[config.mk]
export PLATFORM = sky130hd
export DESIGN_NAME = spi_master_64bit
export DESIGN_NICKNAME = d
export VERILOG_FILES = /design/src/rtl/spi_master_64bit_pkg.sv /design/src/rtl/spi_clk_gen.sv /design/src/rtl/spi_master_64bit.sv
export SDC_FILE = /design/constraint.sdc
export NUM_CORES = 1
export LEC_CHECK = 0
export BUFFER_PORTS_ARGS = -buffer_cell sky130_fd_sc_hd__clkbuf_2
export CAP_MARGIN = 10
export CORE_MARGIN = 8
export CORE_UTILIZATION = 55
export DETAILED_ROUTE_END_ITERATION = 6
export HOLD_SLACK_MARGIN = 0.15
export PLACE_DENSITY = 0.76
export SYNTH_ARGS = -nofsm -noshare
export SYNTH_HDL_FRONTEND = slang
export SYNTH_SLANG_ARGS = --single-unit
[constraint.sdc]
create_clock -name clk -period 2.9 [get_ports clk]
set_clock_uncertainty 0.15 [all_clocks]
set_input_delay 0.435 -clock clk [delete_from_list [all_inputs] [get_ports clk]]
set_output_delay 0.435 -clock clk [all_outputs]
set_load 0.02 [all_outputs]
[src/rtl/spi_master_64bit_pkg.sv]
// Shared constants and FSM encoding for the 64-bit SPI master and its peripheral models.
// Latency: n/a (declarations only).
// Backpressure: n/a.
package spi_master_64bit_pkg;

  localparam int FRAME_BITS = 64;
  localparam int WORD_BITS  = 32;
  localparam int BIT_CNT_W  = $clog2(FRAME_BITS);
  // Wide enough for any HALF_PERIOD / CS_SETUP / CS_IDLE up to 65535.
  localparam int CNT_W      = 16;

  typedef enum logic [2:0] {
    ST_IDLE  = 3'd0,
    ST_SETUP = 3'd1,
    ST_XFER  = 3'd2,
    ST_HOLD  = 3'd3,
    ST_GAP   = 3'd4
  } state_e;

endpackage

[src/rtl/spi_clk_gen.sv]
// SPI_CLK divider: while en=1 produces a mode-0 clock, HALF_PERIOD clk cycles low then high.
// Latency: rise/fall strobes are high on the clk cycle whose closing edge flips sclk.
// Backpressure: none; dropping en returns sclk low and restarts the phase at once.
// Ports: clk, rst_n (async active-low), en (run divider), sclk (serial clock),
//        rise/fall (one-cycle strobes announcing the next sclk edge).
module spi_clk_gen
  import spi_master_64bit_pkg::*;
#(
  parameter int HALF_PERIOD = 8
) (
  input  logic clk,
  input  logic rst_n,
  input  logic en,
  output logic sclk,
  output logic rise,
  output logic fall
);

  logic [CNT_W-1:0] cnt_q, cnt_d;
  logic             sclk_q, sclk_d;
  logic             half_end;

  assign half_end = en && (cnt_q == CNT_W'(HALF_PERIOD - 1));

  always_comb begin
    cnt_d  = cnt_q;
    sclk_d = sclk_q;
    if (!en) begin
      // Parked low with a fresh phase so the first half after enable is a full low half.
      cnt_d  = '0;
      sclk_d = 1'b0;
    end else if (half_end) begin
      cnt_d  = '0;
      sclk_d = ~sclk_q;
    end else begin
      cnt_d  = cnt_q + 1'b1;
    end
  end

  always_ff @(posedge clk or negedge rst_n) begin
    if (!rst_n) begin
      cnt_q  <= '0;
      sclk_q <= 1'b0;
    end else begin
      cnt_q  <= cnt_d;
      sclk_q <= sclk_d;
    end
  end

  assign sclk = sclk_q;
  assign rise = half_end && !sclk_q;
  assign fall = half_end &&  sclk_q;

endmodule

[src/rtl/spi_master_64bit.sv]
// 64-bit mode-0 SPI master: sends {operand2, operand1} MSB first, returns the received word.
// Latency: 1 + CS_SETUP + 129*HALF_PERIOD + CS_IDLE clk cycles from start to busy low.
// Backpressure: start is honoured only while busy=0; requests during a frame are dropped.
// Ports: clk, rst (async active-low), start, operand1/operand2 (low/high tx words),
//        busy, done (1-cycle end pulse), result (last rx word),
//        SPI_CLK, SPI_CS (active low), SPI_PICO (out), SPI_POCI (async in).
module spi_master_64bit
  import spi_master_64bit_pkg::*;
#(
  parameter int HALF_PERIOD = 8,
  parameter int CS_SETUP    = 8,
  parameter int CS_IDLE     = 8
) (
  input  logic                  clk,
  input  logic                  rst,
  input  logic                  start,
  input  logic [WORD_BITS-1:0]  operand1,
  input  logic [WORD_BITS-1:0]  operand2,
  output logic                  busy,
  output logic                  done,
  output logic [FRAME_BITS-1:0] result,
  output logic                  SPI_CLK,
  output logic                  SPI_CS,
  output logic                  SPI_PICO,
  input  logic                  SPI_POCI
);

  state_e                state_q, state_d;
  logic [CNT_W-1:0]      cnt_q, cnt_d;
  logic [BIT_CNT_W-1:0]  bit_q, bit_d;
  logic [FRAME_BITS-1:0] tx_q, tx_d;
  logic [FRAME_BITS-1:0] rx_q, rx_d;
  logic [FRAME_BITS-1:0] result_q, result_d;
  logic                  cs_q, cs_d;
  logic                  busy_q, busy_d;
  logic                  done_q, done_d;
  logic                  poci_meta_q, poci_meta_d;
  logic                  poci_sync_q, poci_sync_d;
  logic                  sclk_en, sclk_rise, sclk_fall;

  assign sclk_en = (state_q == ST_XFER);

  spi_clk_gen #(
    .HALF_PERIOD (HALF_PERIOD)
  ) u_clk_gen (
    .clk   (clk),
    .rst_n (rst),
    .en    (sclk_en),
    .sclk  (SPI_CLK),
    .rise  (sclk_rise),
    .fall  (sclk_fall)
  );

  always_comb begin
    state_d     = state_q;
    cnt_d       = cnt_q;
    bit_d       = bit_q;
    tx_d        = tx_q;
    rx_d        = rx_q;
    result_d    = result_q;
    cs_d        = cs_q;
    busy_d      = busy_q;
    done_d      = 1'b0;
    poci_meta_d = SPI_POCI;
    poci_sync_d = poci_meta_q;

    unique case (state_q)
      ST_IDLE: begin
        if (start) begin
          tx_d    = {operand2, operand1};
          rx_d    = '0;
          cnt_d   = '0;
          bit_d   = '0;
          cs_d    = 1'b0;
          busy_d  = 1'b1;
          state_d = ST_SETUP;
        end
      end
      ST_SETUP: begin
        if (cnt_q == CNT_W'(CS_SETUP - 1)) begin
          cnt_d   = '0;
          state_d = ST_XFER;
        end else begin
          cnt_d   = cnt_q + 1'b1;
        end
      end
      ST_XFER: begin
        if (sclk_rise) begin
          rx_d = {rx_q[FRAME_BITS-2:0], poci_sync_q};
        end
        if (sclk_fall) begin
          // PICO is tx_q[MSB], so shifting here is what moves data on falling edges.
          tx_d  = {tx_q[FRAME_BITS-2:0], 1'b0};
          bit_d = bit_q + 1'b1;
          if (bit_q == '1) begin
            state_d = ST_HOLD;
          end
        end
      end
      ST_HOLD: begin
        if (cnt_q == CNT_W'(HALF_PERIOD - 1)) begin
          cnt_d    = '0;
          cs_d     = 1'b1;
          tx_d     = '0;
          result_d = rx_q;
          done_d   = 1'b1;
          state_d  = ST_GAP;
        end else begin
          cnt_d    = cnt_q + 1'b1;
        end
      end
      ST_GAP: begin
        if (cnt_q == CNT_W'(CS_IDLE - 1)) begin
          cnt_d   = '0;
          busy_d  = 1'b0;
          state_d = ST_IDLE;
        end else begin
          cnt_d   = cnt_q + 1'b1;
        end
      end
      default: begin
        state_d = ST_IDLE;
      end
    endcase
  end

  always_ff @(posedge clk or negedge rst) begin
    if (!rst) begin
      state_q     <= ST_IDLE;
      cnt_q       <= '0;
      bit_q       <= '0;
      tx_q        <= '0;
      rx_q        <= '0;
      result_q    <= '0;
      cs_q        <= 1'b1;
      busy_q      <= 1'b0;
      done_q      <= 1'b0;
      poci_meta_q <= 1'b0;
      poci_sync_q <= 1'b0;
    end else begin
      state_q     <= state_d;
      cnt_q       <= cnt_d;
      bit_q       <= bit_d;
      tx_q        <= tx_d;
      rx_q        <= rx_d;
      result_q    <= result_d;
      cs_q        <= cs_d;
      busy_q      <= busy_d;
      done_q      <= done_d;
      poci_meta_q <= poci_meta_d;
      poci_sync_q <= poci_sync_d;
    end
  end

  assign busy     = busy_q;
  assign done     = done_q;
  assign result   = result_q;
  assign SPI_CS   = cs_q;
  assign SPI_PICO = tx_q[FRAME_BITS-1];

endmodule

==> flow_summary.json <==
{
  "pre_cts_slack_ns": 0.247,
  "antenna_found_initial": 3,
  "die_h_um": 156,
  "clk_pin_slew_ns": 0.06,
  "slew_headroom": 0.522,
  "coreArea_sq_um": 19300,
  "grt_pass1_vias": 8222,
  "overflow": 0,
  "clk_latency_ns": 0.52,
  "syn_area_sq_um": 10700,
  "cp-start-kind": "flop",
  "viasPerCell": 5.63,
  "grt_pass1_wl_mm": 41.5,
  "syn_nets": 1108,
  "critical_path.endpoint_type": "flop",
  "die_area_sq_um": 24200,
  "post-route-period-util": 0.871,
  "syn-mean-instance-area_sq_um": 10.3,
  "grt_max_degree": 83,
  "synth_edf_count": 0,
  "synth_top_area_frac": 0.556,
  "outcome": "completed",
  "clock_sinks": 239,
  "dieWidth_um": 156,
  "hold_viol_final": 0,
  "wirelength_mm": 24.9,
  "portBuffers": 136,
  "root_buffer": "clkbuf_16",
  "cts.path.max_buffers": 3,
  "cap_violations": 0,
  "ys_seq_elements": 239,
  "netlist_instances": 1037,
  "hold_slack_ns": 0.213,
  "leakage_nw": 6.53,
  "grt_usage": 0.205,
  "drt-initial-drc-count": 623,
  "h-tree-depth": 1,
  "synth_common_cells": "dfrtp_1, nand2_1, nand3_1, o21ai_0, and3_1",
  "p_per_area_nw_per_um2": 514,
  "final_antenna_net_count": 0,
  "firstDrtPassIters": 5,
  "routabilityCongestion": 0.861,
  "syn2layout_area_growth_pct": 21.3,
  "cts_tree": "built",
  "setup_viol": 0,
  "cts_made_buffers": 25,
  "drive_above_1_share": 0.224,
  "fmax_mhz": 396,
  "post_cts_buffers": 0,
  "pin_count": 137,
  "vias": 8367,
  "num_rows": 51,
  "crit_fanout": 63,
  "initial_core_util": 0.556,
  "setup_slack_ns": 0.375,
  "yosys_warnings": 0,
  "yosysMostFrequentCell": "dfrtp_1",
  "cp.required_ns": 3.17,
  "tns_ns": 0,
  "tightestPinTransition_ns": 0.718,
  "synth_top_area_cell": "dfrtp_1",
  "arrival_ns": 2.80,
  "worstSetupPathType": "reg -> reg",
  "rsz0062_at_grt": "no",
  "finalMaxSlewViolations": 0,
  "post-route-drc-count": 0,
  "dp_hpwl_mm": 14.2,
  "post_drt_wl_per_cell_um": 16.8,
  "synth-main-ff-cell": "dfrtp_1",
  "hold_class": "reg -> reg",
  "fin_nets": 1272,
  "async_reset_ff_frac": 1.00,
  "final.min_clock_period_ns": 2.52,
  "synth.area.top_cells": "dfrtp_1, nand2_1, mux2_4",
  "yosysSeqAreaShare": 0.558,
  "ir_drop_v": 0.000319,
  "ys_types": 53
}
==> state kept, by name (all words and copies together), names as in the netlist <==
signal,count
tx_q,64
u_clk_gen.cnt_q,16
poci_meta_q,1
rx_q,64
cnt_q,16
state_q,3
busy,1
done,1
SPI_CS,1
bit_q,6
poci_sync_q,1
result,64
u_clk_gen.sclk,1
==> power breakdown <==
group / switching, mW / leakage [nW] / internal (mW) / total (mW)
registers: 0.000415 / 2.91 / 3.34 / 3.34
logic: 0.118 / 3.22 / 0.113 / 0.231
clock network: 1.28 / 0.397 / 1.83 / 3.11
==> through the flow <==
step                cells  power, mW   util  cell area [sq um]
floorplan            1037       3.42      -              10700
global placement     1372       3.56  0.597              11500
detailed placement   1372       3.55  0.597              11500
CTS                  1482       6.75  0.674              13000
global route         1485       6.91  0.674              13000
finish               1486       6.68  0.674              13000
==> path summary, 6_finish.rpt <==
path / start / endpoint / slack (ns) / cells after the start
max: state_q[1]$_DFFE_PN0P_ / tx_q[15]$_DFFE_PN0P_ / 0.38 / 6
min: poci_meta_q$_DFF_PN0_ / poci_sync_q$_DFF_PN0_ / 0.21 / 0
max in group asynchronous: rst / rx_q[7]$_DFFE_PN0P_ / 1.49 / 3
min in group asynchronous: rst / tx_q[13]$_DFFE_PN0P_ / 0.27 / 2
min reg2reg: poci_meta_q$_DFF_PN0_ / poci_sync_q$_DFF_PN0_ / 0.21 / 0
max reg2reg: state_q[1]$_DFFE_PN0P_ / tx_q[15]$_DFFE_PN0P_ / 0.38 / 6
==> routing by layer <==
layer / share of wire / GRT usage
met4: 0.028 / 0.0721
met2: 0.49 / 0.337
met1: 0.43 / 0.272
met3: 0.053 / 0.0352
met5: 0 / 0
==> cell usage in the layout, fill, tap and decap left out, drive strengths merged, types with 6 or more instances in the layout <==
cell,Yosys,final
buf,45,18
nor4,8,8
xor2,9,9
nand2b,6,6
clkbuf,38,171
mux2,64,64
nand2,165,165
nor2,24,24
a31oi,15,15
and3,76,76
a21oi,72,72
dfrtp,238,238
o21ai,138,138
nand3,82,82
dlygate4sd3,0,67
xnor2,6,6
==> worst max-delay path: stages, from the launching register on <==
cell,delay [ns]
dfrtp_1,0.72
nor3b_1,0.38
nand2_1,0.15
o21a_2,0.25
and2_2,0.19
buf_4,0.32
o21ai_0,0.26
==> timing repair <==
action                                  CTS  global route
endpoints found under the setup margin    0             1
hold buffers                             67             0
resized for setup                         0             1
hold endpoints to repair                171             0
==> cell families (layout without fill, tap and decap cells) <==
group	Yosys count	in the layout	share of synthesized area
simple gates	386	386	0.179
compound gates	242	242	0.120
flops	239	239	0.558
buf+inv	87	267	0.0452
mux	65	65	0.0815
xor+xnor	15	15	0.0123
fa+ha+maj	3	3	0.00350
other cells	0	4	0
==> cell type report <==
cell class	count	area, sq um
fillers	1449	6270
flip-flops and latches	239	5980
inverters	4	15.0
multi-input cells	711	4290
diodes	4	10.0
clock inverters	7	77.6
repair buffers	220	1560
well taps	265	332
clock buffers	36	727
Power figures use the tool's default switching activity.
